<file path="src/rtl/cape_sched_pkg.sv">
// cape_sched_pkg: shared types and constants for the CAPE job controller.
//   state_e     - controller FSM states
//   LenWDefault - default width of the cycle budget and result counters
//   SatMax      - saturating maximum of a default-width counter
package cape_sched_pkg;

  typedef enum logic [1:0] {
    StIdle,
    StClear,
    StRun,
    StResp
  } state_e;

  localparam int unsigned LenWDefault = 16;
  localparam logic [LenWDefault-1:0] SatMax = '1;

endpackage

</file>
<file path="src/rtl/cape_sched_if.sv">
// cape_sched_if: job request / result response channels of the CAPE job controller.
//   req_* : host -> controller job request (valid/ready), operands, mask, cycle budget
//   rsp_* : controller -> host result (valid/ready), ones count, run cycles, flags
//   master: host side, slave: controller side
interface cape_sched_if
  import cape_sched_pkg::*;
#(
  parameter int unsigned WIDTH      = 8,
  parameter int unsigned NUM_INPUTS = 4,
  parameter int unsigned LEN_W      = LenWDefault
);

  logic                        req_valid;
  logic                        req_ready;
  logic [WIDTH*NUM_INPUTS-1:0] req_bxs;
  logic [WIDTH-1:0]            req_trunc;
  logic [LEN_W-1:0]            req_len;

  logic                        rsp_valid;
  logic                        rsp_ready;
  logic [LEN_W-1:0]            rsp_ones;
  logic [LEN_W-1:0]            rsp_cycles;
  logic                        rsp_early;
  logic                        rsp_sat;

  modport master (
    output req_valid, req_bxs, req_trunc, req_len, rsp_ready,
    input  req_ready, rsp_valid, rsp_ones, rsp_cycles, rsp_early, rsp_sat
  );

  modport slave (
    input  req_valid, req_bxs, req_trunc, req_len, rsp_ready,
    output req_ready, rsp_valid, rsp_ones, rsp_cycles, rsp_early, rsp_sat
  );

endinterface

</file>
<file path="src/rtl/cape_sched_sat_ctr.sv">
// sat_ctr: clearable incrementing counter that sticks at its maximum.
//   clk_i, rst_ni - clock, async active-low reset
//   clr_i         - synchronous clear (wins over inc_i)
//   inc_i         - increment request
//   cnt_o         - current count
//   sat_o         - an increment is being dropped because the count is at its maximum
module sat_ctr
  import cape_sched_pkg::*;
#(
  parameter int unsigned Width = LenWDefault
) (
  input  logic             clk_i,
  input  logic             rst_ni,
  input  logic             clr_i,
  input  logic             inc_i,
  output logic [Width-1:0] cnt_o,
  output logic             sat_o
);

  localparam logic [Width-1:0] Max = '1;

  logic [Width-1:0] cnt_q, cnt_d;

  always_comb begin
    cnt_d = cnt_q;
    if (clr_i) begin
      cnt_d = '0;
    end else if (inc_i && (cnt_q != Max)) begin
      cnt_d = cnt_q + Width'(1);
    end
  end

  always_ff @(posedge clk_i or negedge rst_ni) begin
    if (!rst_ni) begin
      cnt_q <= '0;
    end else begin
      cnt_q <= cnt_d;
    end
  end

  assign cnt_o = cnt_q;
  // Reaching Max is fine; only a lost increment counts as saturation.
  assign sat_o = inc_i && (cnt_q == Max);

endmodule

</file>
<file path="src/rtl/cape_sched.sv">
// cape_sched: job controller for the CAPE stochastic bitstream generator.
//   clk, rst_n          - clock, async active-low reset
//   bus (slave)         - job request / result response channels
//   abort               - synchronous job kill (ignored when idle)
//   gen_bxs, gen_trunc  - captured operands and truncation mask for the generator
//   gen_clr, gen_en     - generator clear (one cycle before the run) and advance enable
//   gen_last            - generator period ends on this enabled cycle
//   sc_bit              - SC circuit output bit for the current run cycle
module cape_sched
  import cape_sched_pkg::*;
#(
  parameter int unsigned WIDTH      = 8,
  parameter int unsigned NUM_INPUTS = 4,
  parameter int unsigned LEN_W      = LenWDefault
) (
  input  logic                        clk,
  input  logic                        rst_n,
  cape_sched_if.slave                 bus,
  input  logic                        abort,
  output logic [WIDTH*NUM_INPUTS-1:0] gen_bxs,
  output logic [WIDTH-1:0]            gen_trunc,
  output logic                        gen_clr,
  output logic                        gen_en,
  input  logic                        gen_last,
  input  logic                        sc_bit
);

  state_e                      state_q, state_d;
  logic [WIDTH*NUM_INPUTS-1:0] bxs_q, bxs_d;
  logic [WIDTH-1:0]            trunc_q, trunc_d;
  logic [LEN_W-1:0]            len_q, len_d;
  logic                        early_q, early_d;
  logic                        sat_q, sat_d;

  logic             in_run, in_clear;
  logic [LEN_W-1:0] ones_cnt, cyc_cnt;
  logic             ones_sat, cyc_sat;
  logic [LEN_W:0]   cyc_next;
  logic             budget_hit;

  assign in_run   = (state_q == StRun);
  assign in_clear = (state_q == StClear);

  sat_ctr #(
    .Width (LEN_W)
  ) u_ones_ctr (
    .clk_i  (clk),
    .rst_ni (rst_n),
    .clr_i  (in_clear),
    .inc_i  (in_run & sc_bit),
    .cnt_o  (ones_cnt),
    .sat_o  (ones_sat)
  );

  sat_ctr #(
    .Width (LEN_W)
  ) u_cyc_ctr (
    .clk_i  (clk),
    .rst_ni (rst_n),
    .clr_i  (in_clear),
    .inc_i  (in_run),
    .cnt_o  (cyc_cnt),
    .sat_o  (cyc_sat)
  );

  // One extra bit so a saturated cycle count cannot wrap into a false budget match.
  assign cyc_next   = {1'b0, cyc_cnt} + (LEN_W + 1)'(1);
  assign budget_hit = (len_q != '0) && (cyc_next == {1'b0, len_q});

  always_comb begin
    state_d = state_q;
    bxs_d   = bxs_q;
    trunc_d = trunc_q;
    len_d   = len_q;
    early_d = early_q;
    sat_d   = sat_q;
    unique case (state_q)
      StIdle: begin
        if (bus.req_valid) begin
          bxs_d   = bus.req_bxs;
          trunc_d = bus.req_trunc;
          len_d   = bus.req_len;
          state_d = StClear;
        end
      end
      StClear: begin
        early_d = 1'b0;
        sat_d   = 1'b0;
        state_d = StRun;
      end
      StRun: begin
        sat_d = sat_q | ones_sat | cyc_sat;
        if (gen_last || budget_hit) begin
          // Early only when the budget ends the run before the generator period does.
          early_d = budget_hit & ~gen_last;
          state_d = StResp;
        end
      end
      StResp: begin
        if (bus.rsp_ready) begin
          state_d = StIdle;
        end
      end
      default: state_d = StIdle;
    endcase
    if (abort && (state_q != StIdle)) begin
      state_d = StIdle;
    end
  end

  always_ff @(posedge clk or negedge rst_n) begin
    if (!rst_n) begin
      state_q <= StIdle;
      bxs_q   <= '0;
      trunc_q <= '0;
      len_q   <= '0;
      early_q <= 1'b0;
      sat_q   <= 1'b0;
    end else begin
      state_q <= state_d;
      bxs_q   <= bxs_d;
      trunc_q <= trunc_d;
      len_q   <= len_d;
      early_q <= early_d;
      sat_q   <= sat_d;
    end
  end

  assign bus.req_ready  = (state_q == StIdle);
  assign bus.rsp_valid  = (state_q == StResp);
  assign bus.rsp_ones   = ones_cnt;
  assign bus.rsp_cycles = cyc_cnt;
  assign bus.rsp_early  = early_q;
  assign bus.rsp_sat    = sat_q;
  assign gen_bxs        = bxs_q;
  assign gen_trunc      = trunc_q;
  assign gen_clr        = in_clear;
  assign gen_en         = in_run;

endmodule

</file>
<file path="src/flat_wrapper.sv">
// flat-port wrapper written by rule: the top's interface ports become plain ports
module cape_sched_flat import cape_sched_pkg::*;
#(
  parameter int unsigned WIDTH      = 8,
  parameter int unsigned NUM_INPUTS = 4,
  parameter int unsigned LEN_W      = LenWDefault
)
  (clk, rst_n, abort, gen_bxs, gen_trunc, gen_clr, gen_en, gen_last, sc_bit, bus_req_valid, bus_req_bxs, bus_req_trunc, bus_req_len, bus_rsp_ready, bus_req_ready, bus_rsp_valid, bus_rsp_ones, bus_rsp_cycles, bus_rsp_early, bus_rsp_sat);
  cape_sched_if #(.WIDTH(WIDTH), .NUM_INPUTS(NUM_INPUTS), .LEN_W(LEN_W)) bus_i ();
  input  logic clk;
  input  logic rst_n;
  input  logic abort;
  output logic [WIDTH*NUM_INPUTS-1:0] gen_bxs;
  output logic [WIDTH-1:0] gen_trunc;
  output logic gen_clr;
  output logic gen_en;
  input  logic gen_last;
  input  logic sc_bit;
  input wire logic [$bits(bus_i.req_valid)-1:0] bus_req_valid;
  input wire logic [$bits(bus_i.req_bxs)-1:0] bus_req_bxs;
  input wire logic [$bits(bus_i.req_trunc)-1:0] bus_req_trunc;
  input wire logic [$bits(bus_i.req_len)-1:0] bus_req_len;
  input wire logic [$bits(bus_i.rsp_ready)-1:0] bus_rsp_ready;
  output wire logic [$bits(bus_i.req_ready)-1:0] bus_req_ready;
  output wire logic [$bits(bus_i.rsp_valid)-1:0] bus_rsp_valid;
  output wire logic [$bits(bus_i.rsp_ones)-1:0] bus_rsp_ones;
  output wire logic [$bits(bus_i.rsp_cycles)-1:0] bus_rsp_cycles;
  output wire logic [$bits(bus_i.rsp_early)-1:0] bus_rsp_early;
  output wire logic [$bits(bus_i.rsp_sat)-1:0] bus_rsp_sat;
  assign bus_i.req_valid = bus_req_valid;
  assign bus_i.req_bxs = bus_req_bxs;
  assign bus_i.req_trunc = bus_req_trunc;
  assign bus_i.req_len = bus_req_len;
  assign bus_i.rsp_ready = bus_rsp_ready;
  assign bus_req_ready = bus_i.req_ready;
  assign bus_rsp_valid = bus_i.rsp_valid;
  assign bus_rsp_ones = bus_i.rsp_ones;
  assign bus_rsp_cycles = bus_i.rsp_cycles;
  assign bus_rsp_early = bus_i.rsp_early;
  assign bus_rsp_sat = bus_i.rsp_sat;
  cape_sched #(.WIDTH(WIDTH), .NUM_INPUTS(NUM_INPUTS), .LEN_W(LEN_W)) u_core (.clk(clk), .rst_n(rst_n), .bus(bus_i), .abort(abort), .gen_bxs(gen_bxs), .gen_trunc(gen_trunc), .gen_clr(gen_clr), .gen_en(gen_en), .gen_last(gen_last), .sc_bit(sc_bit));
endmodule
</file>
<file path="config.mk">
export PLATFORM = sky130hd
export DESIGN_NAME = cape_sched_flat
export DESIGN_NICKNAME = d
export VERILOG_FILES = /design/src/rtl/cape_sched_pkg.sv /design/src/rtl/cape_sched_if.sv /design/src/rtl/cape_sched_sat_ctr.sv /design/src/rtl/cape_sched.sv /design/src/flat_wrapper.sv
export SDC_FILE = /design/constraint.sdc
export NUM_CORES = 1
export LEC_CHECK = 0
export ABC_AREA = 0
export CORE_ASPECT_RATIO = 1.75
export CORE_UTILIZATION = 43
export DETAILED_ROUTE_END_ITERATION = 6
export PLACE_DENSITY = 0.83
export SYNTH_ARGS = -nofsm -noshare
export SYNTH_HDL_FRONTEND = slang
export SYNTH_HIERARCHICAL = 1
export SYNTH_SLANG_ARGS = --single-unit
export TNS_END_PERCENT = 1
</file>
<file path="constraint.sdc">
create_clock -name clk -period 2.45 [get_ports clk]
set_input_delay 0.49 -clock clk [delete_from_list [all_inputs] [get_ports clk]]
set_output_delay 0.49 -clock clk [all_outputs]
set_load 0.005 [all_outputs]
</file>
[After elaboration in Yosys (flattened, before gate mapping)]
Cells that the tools add are included.
Word-level totals
  register bits: 92
  input port bits: 63
  output and inout bits: 78
  word-level logic and storage cells: 56
Cells by class
  add/subtract/negate cells: 3
  equal/unequal tests: 12
  muxes and demuxes: 12
  bitwise operators: 5
  reductions and logical operators: 16
Operators with widths (number)
  16-bit 2-to-1 mux: 4
  16-bit by 1-bit adder with 16-bit output (second input constant): 2
  16-bit == test (second input constant): 2
  16-bit != test (second input constant): 2
  16-bit by 1-bit adder with 17-bit output (second input constant): 1
  17-bit by 16-bit == test with 1-bit output: 1
  16-bit nonzero test: 1
  2-bit 2-to-1 mux: 4
  2-bit case mux with 4 select lines: 1
  2-bit nonzero test: 4
  1-bit logical AND: 6
  3-bit by 2-bit != test with 1-bit output (second input constant): 2
  2-bit == test (second input constant): 2
  1-bit case mux with 2 select lines: 2
  2-bit AND reduction: 2
  3-bit != test (second input constant): 1
  3-bit AND reduction: 1
  1-bit bitwise AND: 2
  2-bit by 1-bit == test with 1-bit output (second input constant): 1
  2-bit logical NOT: 1
  2-bit != test (second input constant): 1
  1-bit bitwise OR: 2
  1-bit logical OR: 1
  1-bit 2-to-1 mux: 1
  1-bit inverter: 1

[Depth between registers and ports, before layout]
  depth in word-level cells: 7
  mapped depth: 9
  gate-level depth less buffers: 9

[Cells and area by module]
Netlist, hierarchy kept.
Modules (own cells, without submodules)
  cape_sched: times used 1, cells an instance 241, area an instance 2986.6 um^2, seq. area each 1501.4 um^2
  sat_ctr: times used 2, cells an instance 101, area an instance 933.4 um^2, seq. area each 400.4 um^2

[Worst setup path after synthesis]
No wires, ideal clock.
  path type: reg2reg
  from: reg u_core.u_cyc_ctr.cnt_q[0], in the netlist u_core/u_cyc_ctr/cnt_o[0]
  to: reg u_core.state_q[1]
  library setup time: 0.079 ns
  data arrival time: 2.332 ns
  data required time: 2.371 ns
  setup slack: 0.039 ns
  stages on the path, launching flop included: 10
  path buffers: 0
  clock period less this slack: 2.411 ns
  path through: dfrtp_1 ha_1 nand2_1 nor4_4 mux2i_1 mux2i_1 a2111o_1 a211oi_2 o21ba_2 mux2i_1
On the way
  word-level cells in the longest chain between the ends: 6
RTL lines
  from (decl): RTL line cape_sched_sat_ctr.sv:22  | logic [Width-1:0] cnt_q, cnt_d;
  from (signal assigned): RTL line cape_sched_sat_ctr.sv:37  | cnt_q <= cnt_d;
  16-bit by 1-bit adder with 17-bit output: RTL line cape_sched.sv:67  | assign cyc_next = {1'b0, cyc_cnt} + (LEN_W + 1)'(1);
  17-bit by 16-bit == test with 1-bit output: RTL line cape_sched.sv:68  | assign budget_hit = (len_q != '0) && (cyc_next == {1'b0, len_q});
  1-bit logical AND: RTL line cape_sched.sv:68
  1-bit logical OR: RTL line cape_sched.sv:93  | if (gen_last || budget_hit) begin
  3-bit != test (no line)
  3-bit AND reduction (no line)
  to (signal assigned): RTL line cape_sched.sv:113  | state_q <= StIdle;
  to (signal assigned): RTL line cape_sched.sv:120  | state_q <= state_d;
  to (decl): RTL line cape_sched.sv:28  | state_e state_q, state_d;
No other way between the ends.
A chain may end at the register's enable or synchronous reset.

[Worst setup path in the final report]
Same ends and word-level chain as after synthesis.

==> flow_summary.toml <==
[floorplanning]
start_util_pct = 44.0
dieArea_mm2 = 0.0117
fp.dieH_um = 143
std_cell_rows = 51
pin_count = 141
core_mm2 = 0.0110
die_x_um = 82.3

[detailed_routing]
firstDrtPassIters = 6
met3_length_um = 607
detail-route-antenna-nets = 0
drt_iter0_drc = 190
dr_wl_met2_um = 7370
vias = 4185
routed_via_density = 5.66
routedWlPerCell_um = 17.9
maxUsedRoutingLayer = "met4"
wl_met1_um = 4780
drcViolationCount = 0
wl_um = 13200

[place]
place_congestion = 0.876
hpwl_um = 9740
placedCellCount = 724
io_buffers = 140
postPlaceCellArea_mm2 = 0.00657

[timing]
drv_slew = 0
whs_ps = 147
rsz0062_at_grt = "yes"
period_share_pct = 101
fin_ws_ps = -24.1
setup_violations = 1
max_freq_mhz = 404
worstMarginPinSlew_ps = 525
layout_min_cycle_time_ps = 2470
maxSlewHeadroom_pct = 65.0
clock-skew-final_ps = 10.8
hold_viol_final = 0

[synth]
syn_inst = 443
avgSynthCellArea_um2 = 11.0
netlist.area_leader.share_pct = 47.4
synth_ff_type = "dfrtp_1"
yosysTopAreaCell = "dfrtp_1"
netlist_area_mm2 = 0.00485
synth.most_common_cell = "dfrtp_1"
syn_nets = 513
async_flop_share_pct = 100
ys_seq_area_share_pct = 47.4
synth-seq-cells = 92
synth.area.top_cells = "dfrtp_1 47%, mux2_2 13%, a21oi_1 2.4%, nor2_1 2.2%, nand4_1 2.1%"
yosysWarnings = 6
synth_cell_types = 50
synth_edf_count = 0
synth_common_cells = "92 x dfrtp_1, 58 x mux2_2, 29 x nor2_1, 23 x a21oi_1, 21 x nand2_1"

[critical_path]
critical_path_required_ps = 2710
crit_slowest_cell = "or4_1"
max_stage_delay_ps = 560
critical_path_class = "reg2reg"
crit_arrival_ps = 2730
worstPathCellList = "ha_1, nand2_1, or4_1, o211a_1, a211oi_1, a31oi_1, a211oi_2, o21ba_2, mux2i_1"
path_max_fanout = 5
end_kind = "flop"
startpoint_type = "flop"

[cts]
cts_root_buf = "clkbuf_16"
clock_latency_ps = 340
clk_path_buf_depth = 2
cts_tree = "yes"
clock-sinks = 92
clkTransAtPathRegs_ps = 70
cts_hold_buf = 0
cts_buffers = 9
postCtsSetupRepairBufs = 0
h-tree-depth = 3

[grt]
grt_pass1_vias = 4242
gr-total-overflow = 0
antenna_found_initial = 0
grt_use_total_pct = 23.2
grt_max_degree = 93
grt_pass1_wl_um = 20700

[pwr]
power_frac_comb_pct = 39.7
powerDensity_mw_per_mm2 = 930
seq_power_share_pct = 38.1
clock_power_share_pct = 22.2
ir_drop_mv = 0.663
power.total_mw = 6.39
swShare_pct = 30.9
p_int_mw = 4.42
power_switching_mw = 1.97
total_leakage_power_nw = 2.82

[final_layout]
stdcell_area_mm2 = 0.00687
final_cells = 740
layout-drive-gt1-share_pct = 19.9
nNetsFinal = 673
antenna_cells = 0
area.growth.synth_to_final_pct = 41.6

[run_status]
violations = "negative setup slack"
outcome = "finished, violations left"

[flow_run]
cap_violations = 0

[hold_path]
hold_class = "in2async"
## sequential cells by signal (all words and copies together) (netlist names)
| name | count |
|---|---|
| u_core/u_ones_ctr/cnt_o | 16 |
| u_core/len_q | 16 |
| u_core/gen_trunc | 8 |
| u_core/bus.rsp_sat | 1 |
| u_core/gen_bxs | 32 |
| u_core/state_q | 2 |
| u_core/bus.rsp_early | 1 |
| u_core/u_cyc_ctr/cnt_o | 16 |
## repair_timing
item | CTS | global route
setup endpoints to repair | 1 | 2
gates resized for setup | 1 | 1
cloned | 0 | 0
pin swaps | 1 | 0
## final timing paths
path | from | endpoint | cells past startpoint | slack [ps]
max | u_core/u_cyc_ctr/cnt_o[0] | u_core/state_q[1] | 9 | -20
min | rst_n | u_core/gen_bxs[17] | 2 | 150
max reg2reg | u_core/u_cyc_ctr/cnt_o[0] | u_core/state_q[1] | 9 | -20
min reg2reg | u_core/gen_bxs[9] | u_core/gen_bxs[9] | 1 | 510
max in group asynchronous | rst_n | u_core/u_cyc_ctr/cnt_o[9] | 2 | 1840
min in group clk | u_core/gen_bxs[9] | u_core/gen_bxs[9] | 1 | 510
## placed cells by master, fill, tap and decap left out, types with 3 or more instances in the layout
cell type,instances
a211oi_1,11
a21oi_1,23
a31oi_1,7
a41o_1,4
and2_1,4
and3_1,8
buf_4,29
clkbuf_16,9
clkdlybuf4s50_1,139
dfrtp_1,90
ha_1,7
inv_1,8
mux2_2,58
mux2i_1,5
nand2_1,20
nand2b_1,9
nand3_1,15
nand4_1,16
nand4_4,3
nor2_1,29
nor2b_1,5
nor3_1,16
nor4_1,5
nor4_4,3
o21ai_0,13
o21bai_1,3
or3_1,12
or4_1,3
xnor2_1,9
xor2_1,10
## worst max-delay path: cells and delay by family, from the launching register on
family | cells | cell delay [ps]
mux | 1 | 180
simple gates | 2 | 720
compound gates | 5 | 900
fa+ha+maj | 1 | 190
flops | 1 | 410
## cells by family (layout without fill, tap and decap cells)
| logic type | Yosys count | count (layout) | synth area share [%] |
|---|---|---|---|
| compound gates | 73 | 73 | 9.95 |
| xor+xnor | 19 | 19 | 3.43 |
| fa+ha+maj | 7 | 7 | 1.80 |
| buf+inv | 29 | 194 | 2.76 |
| flops | 92 | 92 | 47.4 |
| mux | 63 | 63 | 14.5 |
| simple gates | 160 | 160 | 20.1 |
## per-stage QoR
step	setup WS, ps	TNS [ps]	utilization (%)
after CTS	1.27	0	62.2
after global placement	78.8	0	59.5
after global routing	-108	-151	62.2
final	-24.1	-24.1	62.2
after floorplan	38.6	0	-
after detailed placement	-36.5	-36.5	59.5
## cell type report
cell class              count  area [um2]
well taps                 132         165
clock buffers              10         229
fillers                   894        4170
multi-input cells         322        2420
repair buffers            170        1650
flip-flops and latches     92        2300
clock inverters             6        72.6
inverters                   8        30.0
## routing by layer
layer  global-route usage, %  vias to the layer above
met5                       0                        -
met2                    40.5                      127
met3                    5.06                       32
met4                    10.2                        0
met1                    26.5                     2069
li1                        -                     1957
## power by group through the flow
stage,sequential [mW],clock [mW],combinational (mW)
floorplan,2.39,0,1.27
global placement,2.42,0,2.46
detailed placement,2.46,0,2.53
CTS,2.44,1.45,2.55
global route,2.50,1.51,2.74
finish,2.43,1.42,2.54
(Power assumes the default switching activity.)
